$ cat config.mk
export PLATFORM = sky130hd
export DESIGN_NAME = mna_irq_agg
export DESIGN_NICKNAME = d
export VERILOG_FILES = /design/src/rtl/mna_irq_agg.sv
export SDC_FILE = /design/constraint.sdc
export NUM_CORES = 1
export LEC_CHECK = 0
export CORE_MARGIN = 2
export CORE_UTILIZATION = 40
export DETAILED_ROUTE_END_ITERATION = 7
export PLACE_DENSITY_LB_ADDON = 0.08
export SYNTH_ARGS = -nofsm -noshare
export SYNTH_HDL_FRONTEND = slang
export SYNTH_SLANG_ARGS = --single-unit
$ cat constraint.sdc
create_clock -name i_clk_peri2mna -period 2.6 [get_ports i_clk_peri2mna]
set_input_delay 0.52 -clock i_clk_peri2mna [delete_from_list [all_inputs] [get_ports i_clk_peri2mna]]
set_output_delay 0.52 -clock i_clk_peri2mna [all_outputs]
set_load 0.005 [all_outputs]
$ cat src/rtl/mna_irq_agg.sv
// Interrupt aggregator for the MNA block: synchronises nine level sources, latches rising
// edges into W1C pending bits, masks them with an enable register and drives one registered
// interrupt. The register file sits on a zero-wait-state APB slave.
// Defining MNA_IRQ_AGG_CNT_EN adds a saturating event counter at offset 0x010.
module mna_irq_agg #(
  parameter int SYNC_STAGES = 2
) (
  input  logic        i_clk_peri2mna,
  input  logic        i_rstn_peri2mna,
  input  logic [8:0]  i_irq_src,
  input  logic        i_psel,
  input  logic        i_penable,
  input  logic        i_pwrite,
  input  logic [11:0] i_paddr,
  input  logic [31:0] i_pwdata,
  output logic        o_pready,
  output logic [31:0] o_prdata,
  output logic        o_pslverr,
  output logic        o_irq
);

  localparam logic [2:0] REG_RAW  = 3'd0;
  localparam logic [2:0] REG_PEND = 3'd1;
  localparam logic [2:0] REG_EN   = 3'd2;
  localparam logic [2:0] REG_STAT = 3'd3;
  localparam logic [2:0] REG_CNT  = 3'd4;

  logic [SYNC_STAGES-1:0][8:0] sync_q;
  logic [8:0]  sync_last;
  logic [8:0]  sync_d;
  logic [8:0]  evt;
  logic [8:0]  pend_q;
  logic [8:0]  en_q;
  logic [8:0]  pend_clr;
  logic        irq_q;
  logic        addr_ok;
  logic [2:0]  reg_sel;
  logic        wr_en;
  logic [15:0] cnt_rd;
  logic [31:0] rdata;
  logic        unused_pwdata;

  // NOTE: every flop, including the synchroniser chain, gets the async reset so a source held
  // high across reset release is seen as exactly one fresh rising edge.
  always_ff @(posedge i_clk_peri2mna or negedge i_rstn_peri2mna) begin
    if (!i_rstn_peri2mna) begin
      sync_q <= '0;
      sync_d <= '0;
    end else begin
      // NOTE: non-blocking assignments keep each stage reading last cycle's value.
      sync_q <= {sync_q[SYNC_STAGES-2:0], i_irq_src};
      sync_d <= sync_last;
    end
  end

  assign sync_last = sync_q[SYNC_STAGES-1];
  assign evt       = sync_last & ~sync_d;

  // Only word offsets 0x000..0x010 decode; anything else is a slave error.
  assign addr_ok = (i_paddr[1:0] == 2'b00) && (i_paddr[11:5] == 7'd0) && (i_paddr[4:2] <= REG_CNT);
  assign reg_sel = i_paddr[4:2];
  assign wr_en   = i_psel && i_penable && i_pwrite && addr_ok;

  assign pend_clr = (wr_en && reg_sel == REG_PEND) ? i_pwdata[8:0] : 9'd0;

  always_ff @(posedge i_clk_peri2mna or negedge i_rstn_peri2mna) begin
    if (!i_rstn_peri2mna) begin
      pend_q <= '0;
      en_q   <= '0;
      irq_q  <= 1'b0;
    end else begin
      // A new edge beats a simultaneous W1C so no event is ever lost.
      pend_q <= (pend_q & ~pend_clr) | evt;
      if (wr_en && reg_sel == REG_EN) en_q <= i_pwdata[8:0];
      irq_q  <= |(pend_q & en_q);
    end
  end

`ifdef MNA_IRQ_AGG_CNT_EN
  logic [15:0] cnt_q;
  logic [16:0] cnt_sum;

  function automatic logic [3:0] popcount9(input logic [8:0] v);
    logic [3:0] n;
    n = 4'd0;
    for (int i = 0; i < 9; i++) n = n + {3'd0, v[i]};
    return n;
  endfunction

  assign cnt_sum = {1'b0, cnt_q} + {13'd0, popcount9(evt)};

  always_ff @(posedge i_clk_peri2mna or negedge i_rstn_peri2mna) begin
    if (!i_rstn_peri2mna) begin
      cnt_q <= '0;
    end else if (wr_en && reg_sel == REG_CNT) begin
      cnt_q <= '0;
    end else begin
      cnt_q <= cnt_sum[16] ? 16'hFFFF : cnt_sum[15:0];
    end
  end

  assign cnt_rd = cnt_q;
`else
  assign cnt_rd = 16'd0;
`endif

  // NOTE: the default assignment first keeps this combinational mux free of latches.
  always_comb begin
    rdata = 32'd0;
    case (reg_sel)
      REG_RAW:  rdata = {23'd0, sync_last};
      REG_PEND: rdata = {23'd0, pend_q};
      REG_EN:   rdata = {23'd0, en_q};
      REG_STAT: rdata = {23'd0, pend_q & en_q};
      REG_CNT:  rdata = {16'd0, cnt_rd};
      default:  rdata = 32'd0;
    endcase
  end

  assign o_pready  = 1'b1;
  assign o_prdata  = (i_psel && !i_pwrite && addr_ok) ? rdata : 32'd0;
  assign o_pslverr = i_psel && i_penable && !addr_ok;
  assign o_irq     = irq_q;

  assign unused_pwdata = ^i_pwdata[31:9];

endmodule

==> results.md, run 1 <==
Timing:
- In the post-route analysis, the smallest setup slack over all paths is -21.55 ps.
- Of the available clock period, the critical path in the final layout requires 1.008.
- The number of endpoints with negative hold slack in the final report is 0.
- The headroom to the max-slew limit is 0.6625.
- Setup repair after global routing could not meet its margin everywhere.
- Clock skew on the completed layout was measured at 1.379 ps.
- The final setup violation count is 2.
- Timing would allow up to 0.3815 GHz.
- The number of max-slew violations in the final report is 0.
- The final sum of negative setup slack is -28.81 ps.
- The slew at the pin with the worst max-slew slack is ~510 ps.
- Counting I/O delays and the setup requirement, the final critical path takes 2622 ps.

GRT:
- For met3 alone, demand over resource in global routing was 0.04801.
- The most heavily used metal layer in global routing is met2.
- The maximum number of pins on one net before global-route repair is 26.
- The first global-routing pass estimated ~6.6 mm of wire.
- For this run, the total global-route usage over all layers was measured as 0.1703.
- For met1 alone, demand over resource in global routing was 0.2238.
- The number of antenna violations at the first check in global routing is 0.
- The global-route met2 utilization is 0.2653.
- The total congestion overflow is 0.
- The via count of the first global-routing pass is 1317.

Yosys:
- During synthesis, Yosys emitted a total of 0 warnings.
- The portion of the post-synthesis area used by sequential elements is 0.5986.
- The instance count of the mapped netlist is 159.
- After synthesis, the netlist uses 24 different library cells.
- The mean instance size in the synthesized netlist is between 10 and 15 µm².
- The number of synthesized register bits is 46.
- The mapped netlist covers 0.001923 mm².

Worst setup path:
- For this run, the slowest stage of the critical path takes 540 ps.
- The most numerous cell type found on the critical path is buf_6.
- The number of cells traversed by the worst register-to-register path is 3.
- The critical path in this run is classified as in2out.
- The critical path ends at o_prdata[1].
- The critical path launch point type is an input port.
- The startpoint identified for the worst register-to-register timing path is en_q[3].
- The type of element capturing the critical path is a primary output.
- The maximum fanout along the worst path is 4.
- The slowest stage of the critical path is the or4_4 cell.
- Walking the worst path, the cells encountered are buf_6, or4_4, nor4_4, buf_4, buf_6, nand3b_4, nor3_4, buf_2.
- The most critical setup path has its startpoint at i_paddr[1].
- The capture point of the worst reg-to-reg path is o_irq.
- At the worst endpoint, the arrival time is 2100 ps.
- STA puts the critical path data required time at between 2000 and 2500 ps.
- The worst register-to-register path has a setup slack of roughly 1400 ps.

Route:
- The detail route stage leaves a number of antenna-violating nets equal to 0.
- The detailed router placed 1379 vias in this run.
- In the routed layout, each cell is associated on average with a via count of 5.051.
- After detailed routing, the average wire length per cell comes to approximately 16 µm.
- The wire length after detailed routing is about 4.3 mm.
- For this run, design rule violations remaining after detail routing come to 0.
- The first routing iteration left 108 violations.
- The first detailed-routing pass took 4 iterations.

Cells and area:
- The final instance area is about 0.0025 mm².
- The count of cells in the finished layout, fillers not included, comes to roughly 270.
- The diode insertion count for antenna repair is 0.
- At the end of the flow, the number of nets in the layout was 276.
- The most common library cell in the layout ignoring fill and taps is dfrtp_1.
- The growth of design area from synthesis to finish is 32.01%.
- Leaving out fill and tap cells, the most frequent cells in the layout are 46 x dfrtp_1, 27 x clkdlybuf4s50_1, 24 x conb_1.
- The number of filler instances in the final layout is 412.
- Of the cells placed in the final design, the portion with a size suffix greater than 1 is 0.2648.
- The end-of-flow core utilization is 0.5411.

Clock network:
- Clock tree synthesis found a total of 46 sinks.
- The clock tree synthesis step divided the H-tree into 2 levels.
- The root buffer cell chosen for the clock tree is clkbuf_8.
- The later-pin clock latency in the skew report is 300 ps.
- The count of hold buffers inserted by post-cts repair is 0.
- The TritonCTS clock tree is built.
- The clock passes through at most 2 buffers.
- After clock tree synthesis, the clock-pin slew on the worst setup and hold paths is 80 ps.
- The number of CTS-inserted buffers is 5.

Worst hold path:
- The min-delay analysis places its worst path in the category in2async.

Power and ir drop:
- For this design the static power due to leakage is 1.267 nW.
- Power spread over the standard cell area amounts to 518.2 mW/mm².
- The largest vdd supply drop is 0.0003576 V.

Floorplan:
- The die area is 0.005378 mm².
- For this configuration, the core starts out at a cell density of 0.4099.
- The die is 73.34 µm tall.
- The top-level port count is 93.
- The core region is between 0.004 and 0.005 mm².
- Measured along the x axis, the die boundary spans 73.34 µm.
- The floorplan has 25 rows.

Placed design:
- The estimated wirelength of the detail-placed design is 2.886 mm.
- Routability-driven placement finished with a final weighted congestion of 0.7441.
- In this run the cell area measured after placement is 0.002384 mm².
- The count of port buffers added during placement is 45.
- Counting tap cells, the placed design contains a total of approximately 260 instances.

Run:
- The tool flagged a number of max-cap violations equal to 0.

Run status:
- The flow ran to the end, but the final reports show violations.
- The checks that failed: negative setup slack.
==> critical path: cells and delay by family <==
kind / cells / cell delay [ps]
buffers and inverters: 4 / 490
and+or+nand+nor: 4 / 1070
==> report_power, final <==
group / internal [W] / switching (W) / leakage, nW
combinational: 0.0000611 / 0.0000592 / 0.687
sequential: 0.000736 / 0.00000965 / 0.533
clock: 0.000214 / 0.000236 / 0.0472
total: 0.00101 / 0.000305 / 1.27
==> worst min-delay path by stage <==
stage | from | end | slack (ps) | depth (start not counted)
6_report | i_rstn_peri2mna | sync_q[6] | 180 | 1
3_5_place_dp | sync_q[8] | sync_last[8] | 340 | 0
2_1_floorplan | i_rstn_peri2mna | en_q[0] | 220 | 0
3_3_place_gp | sync_q[6] | sync_last[6] | 330 | 0
4_1_cts | i_rstn_peri2mna | sync_q[6] | 190 | 1
5_1_grt | i_rstn_peri2mna | sync_q[6] | 210 | 1
==> final cells by class <==
| cell class | instances | area (µm²) | area share |
|---|---|---|---|
| flip-flops and latches | 46 | 1151 | 0.4534 |
| multi-input cells | 97 | 695.7 | 0.2740 |
| repair buffers | 57 | 488.0 | 0.1922 |
| clock buffers | 6 | 82.58 | 0.03253 |
| well taps | 54 | 67.56 | 0.02661 |
| inverters | 11 | 41.29 | 0.01626 |
| clock inverters | 2 | 12.51 | 0.004929 |
==> cell families after synthesis <==
group,Yosys count,share of synthesized area
other,2,0.003905
AOI/OAI and AO/OA,23,0.09108
muxes,9,0.05270
and+or+nand+nor,40,0.1269
buffers and inverters,39,0.1269
DFF,46,0.5986
==> Yosys cell counts <==
master	number	area share
mux2_2	9	0.053
nand3_1	10	0.026
a22oi_1	1	0.0039
or4_4	1	0.0059
nor2_1	9	0.018
nor3_1	10	0.026
a222oi_1	1	0.0052
clkbuf_1	3	0.0059
buf_4	24	0.094
nand2_1	3	0.0059
or2_2	1	0.0033
inv_1	11	0.021
o22ai_1	9	0.029
or3_1	1	0.0033
dfrtp_1	46	0.60
a22o_1	10	0.046
conb_1	2	0.0039
a21oi_1	1	0.0026
a221oi_1	1	0.0046
nor4_4	1	0.011
and3_1	2	0.0065
nand3b_4	1	0.010
buf_6	1	0.0059
nand4_4	1	0.011
==> metal layers <==
metal / vias up / share of wire
met2: 74 / 0.47
li1: 624 / -
met5: - / 0
met1: 677 / 0.42
met4: 0 / 0.015
met3: 4 / 0.088
==> registers in the layout, indices dropped and copies added, names as in the netlist <==
register	flops
sync_q	9
en_q	9
o_irq	1
sync_d	9
pend_q	9
sync_last	9
==> stage by stage <==
| stage | hold slack (ps) | total power (W) | setup slack [ps] |
|---|---|---|---|
| after global routing | 206.4 | 0.001370 | -81.02 |
| after floorplan | 224.4 | 0.0008141 | 193.7 |
| final | 179.2 | 0.001316 | -21.55 |
| after detailed placement | 335.5 | 0.0008770 | -725.5 |
| after CTS | 188.1 | 0.001330 | -12.46 |
| after global placement | 332.3 | 0.0008744 | -731.4 |
==> repair_timing <==
| item | in CTS | in global routing |
|---|---|---|
| endpoints found under the setup margin | 10 | 7 |
| cloned | 1 | 0 |
| buffers inserted | 3 | 0 |
| pin swaps | 13 | 2 |
| resized for setup | 66 | 2 |
| hold endpoints to repair | 0 | 0 |
No activity file was read; power rests on OpenSTA's default activity.
==> run 2: changes to the inputs <==
Clock period 2.6 ns to 2.8 ns, I/O delays scaled along.
==> run 2 against run 1 <==
- the run now ends clean
- utilization up 0.24 points
- die area stayed put
- first-iteration DRC count fell by 42%
- critical path depth unchanged
- cell count shrank 0.37%
- via count fell by 2.7%
- register-to-register slack better by 190 ps
- critical endpoint unchanged
- largest cell class unchanged
- largest power group unchanged
==> results.md, run 2 (synthesis gave the netlist of run 1 again) <==
Cells and area:
- After routing the design area is 0.002550 mm².
- In the final layout, the share of cells above drive strength 1 is 0.2339.
- Once layout is complete, the utilization of the core stands at 0.5435.
- The growth of design area from synthesis to finish is 32.60%.
- The most common library cell in the layout ignoring fill and taps is dfrtp_1.
- The net count of the finished layout is 275.
- In the layout the commonest cells are 46 x dfrtp_1, 28 x clkdlybuf4s50_1, 24 x conb_1.
- The layout has 423 filler cells.
- The final cell count without fillers is 272.
- The repair_antennas step left the layout with diodes totalling 0.

Timing:
- Dividing the final minimum period by the clock period gives 0.9667.
- In this run the tightest slew margin relative to its limit is 0.3497.
- The post-layout minimum cycle time is 2707 ps.
- The number of max-slew violations in the final report is 0.
- Timing would allow up to between 0.3 and 0.4 GHz.
- The number of endpoints with negative hold slack in the final report is 0.
- The final setup violation count is 0.
- Setup repair after global routing left no endpoint under its margin.
- Across the routed clock network, the largest skew measured is 11.10 ps.
- The slew at the pin with the worst max-slew slack is 975.5 ps.

Power and ir drop:
- The ratio of total power to cell area is 472.8 mW/mm².
- The final total power is 0.001206 W.
- IR analysis of the VDD net gives a maximum drop of 0.0003119 V.
- Summed over all cells, the static leakage comes to 1.270 nW.

Worst hold path:
- Along the worst hold path, the cell count comes to 0.
- The worst hold path begins at sync_q[4].
- For hold timing, the worst endpoint is sync_last[4].
- In this run the worst hold path is classified as reg2reg.

GRT:
- The via count of the first global-routing pass is 1319.
- For this run, the total global-route usage over all layers was measured as 0.1667.
- The maximum number of pins on one net before global-route repair is 47.
- The number of antenna violations at the first check in global routing is 0.
- The total congestion overflow is 0.
- The wire length of the first global-routing pass is 6.665 mm.

Worst setup path:
- The worst setup path is captured at a primary output.
- Tracing the worst setup path back leads to its startpoint at i_paddr[9].
- For this run, the slowest stage of the critical path takes slightly above 400 ps.
- The cell family contributing the most delay on the critical path is buffers and inverters.
- The arrival time of data at the critical path endpoint is 2150 ps.
- The path length in cells of the critical path is 8.
- The number of buffers and inverters on the critical path is 4.
- The worst setup path is launched from an input port.
- The slowest stage of the critical path belongs to the cell clkdlybuf4s50_1.
- The number of cells traversed by the worst register-to-register path is 3.
- The signal on the critical path passes through clkdlybuf4s50_1, or2_4, nor4_4, buf_4, nand3b_4, buf_6, nor3_2, buf_2.
- The maximum fanout along the worst path is 4.
- The worst setup path is of the in2out kind.
- At the worst endpoint, the required time is 2240 ps.
- The capture point of the worst reg-to-reg path is o_irq.
- Across all register-to-register paths, the minimum setup slack is 1620 ps.
- The startpoint identified for the worst register-to-register timing path is en_q[3].

Route:
- For this run, design rule violations remaining after detail routing come to 0.
- In the routed layout, each cell is associated on average with a via count of 4.934.
- The pre-antenna-repair detailed-routing pass consisted of 5 iterations.
- The DRC violation total after the first TritonRoute iteration is 63.
- Across all layers, the routed design uses 1342 vias.
- The routed design has 4.110 mm of wire.
- In this run the remaining antenna-violating nets after routing total 0.
- The average wire per cell in the routed design is 15.11 µm.

Clock network:
- After clock tree synthesis, the flow added hold-fix buffers numbering 0.
- The number of clock sinks seen by CTS is 46.
- The clock-pin slew reported for the worst setup and hold paths after clock tree synthesis is roughly 80 ps.
- The H-tree was split into 2 levels.
- TritonCTS built the clock tree.
- The number of CTS-inserted buffers is 5.
- The tree is rooted in a clkbuf_8.
- The later-pin clock latency in the skew report is 290 ps.
- The longest clock path from root to sink contains 2 buffers.

Floorplan:
- The die area is 0.005378 mm².
- The number of standard-cell rows in the floorplan is 25.
- In this run the count of I/O pins placed on the die edge is 93.
- From left edge to right edge, the die measures between 70 and 80 µm.
- After floorplanning, the core was sized to cover 0.004692 mm².
- The initial core utilization is 0.4099.
- The overall die height is around 73 µm.

Placed design:
- The congestion estimate from routability-driven global placement came to between 0.7 and 0.8.
- After legalization and detailed placement, the total HPWL measured ~2.9 mm.
- The post-detailed-placement cell area is 0.002376 mm².
- Input and output buffers added on the ports amount to 45.
- The cell count after placement is 260.

Run status:
- The run finished with clean final reports.

Run:
- The count of max-cap constraint violations is 0.
-- run 2: how the worst max path moves through the flow --
stage / endpoint / slack, ps
floorplan: o_prdata[0] / 310
global placement: o_prdata[2] / -590
detailed placement: o_prdata[0] / -600
CTS: o_prdata[0] / 3
global route: o_prdata[0] / 1
finish: o_prdata[1] / 90
-- run 2: power breakdown --
part	internal [W]	switching, W
registers	0.000684	0.00000906
logic	0.0000566	0.0000536
clock network	0.000199	0.000203
-- run 2: routing by layer --
layer | part of all wire | global-route usage | routed length (µm)
met5 | 0 | 0 | 0
met2 | 0.48 | 0.2603 | 1969
met4 | 0.0085 | 0.05455 | 35
met1 | 0.43 | 0.2264 | 1770
met3 | 0.082 | 0.04664 | 335
-- run 2: timing repair --
item / in CTS / in global routing
pin swaps: 12 / 4
cloned: 1 / 0
setup endpoints to repair: 9 / 9
gates resized for setup: 51 / 5
buffers inserted: 4 / 0
-- run 2: area by class of cell --
type,instances,area [µm²],share of cell area
sequential,46,1151,0.4514
multi-input combinational,97,695.7,0.2728
timing repair buffer,56,503.0,0.1973
clock buffer,7,86.33,0.03386
tap,54,67.56,0.02650
inverter,11,41.29,0.01619
clock inverter,1,5.005,0.001963
-- run 2: worst register-to-register path, delay by kind of cell (launching register included) --
family | cells | cell delay [ps]
DFF | 1 | 410
AOI/OAI and AO/OA | 2 | 530
and+or+nand+nor | 1 | 120
-- run 2: stage by stage --
stage	hold WS [ps]	setup WS, ps	TNS [ps]
after floorplan	264.4	313.7	0
after global placement	332.4	-591.4	-4962
after detailed placement	334.7	-599.2	-5130
after CTS	353.4	2.557	0
after global routing	359.7	1.251	0
final	351.5	93.37	0
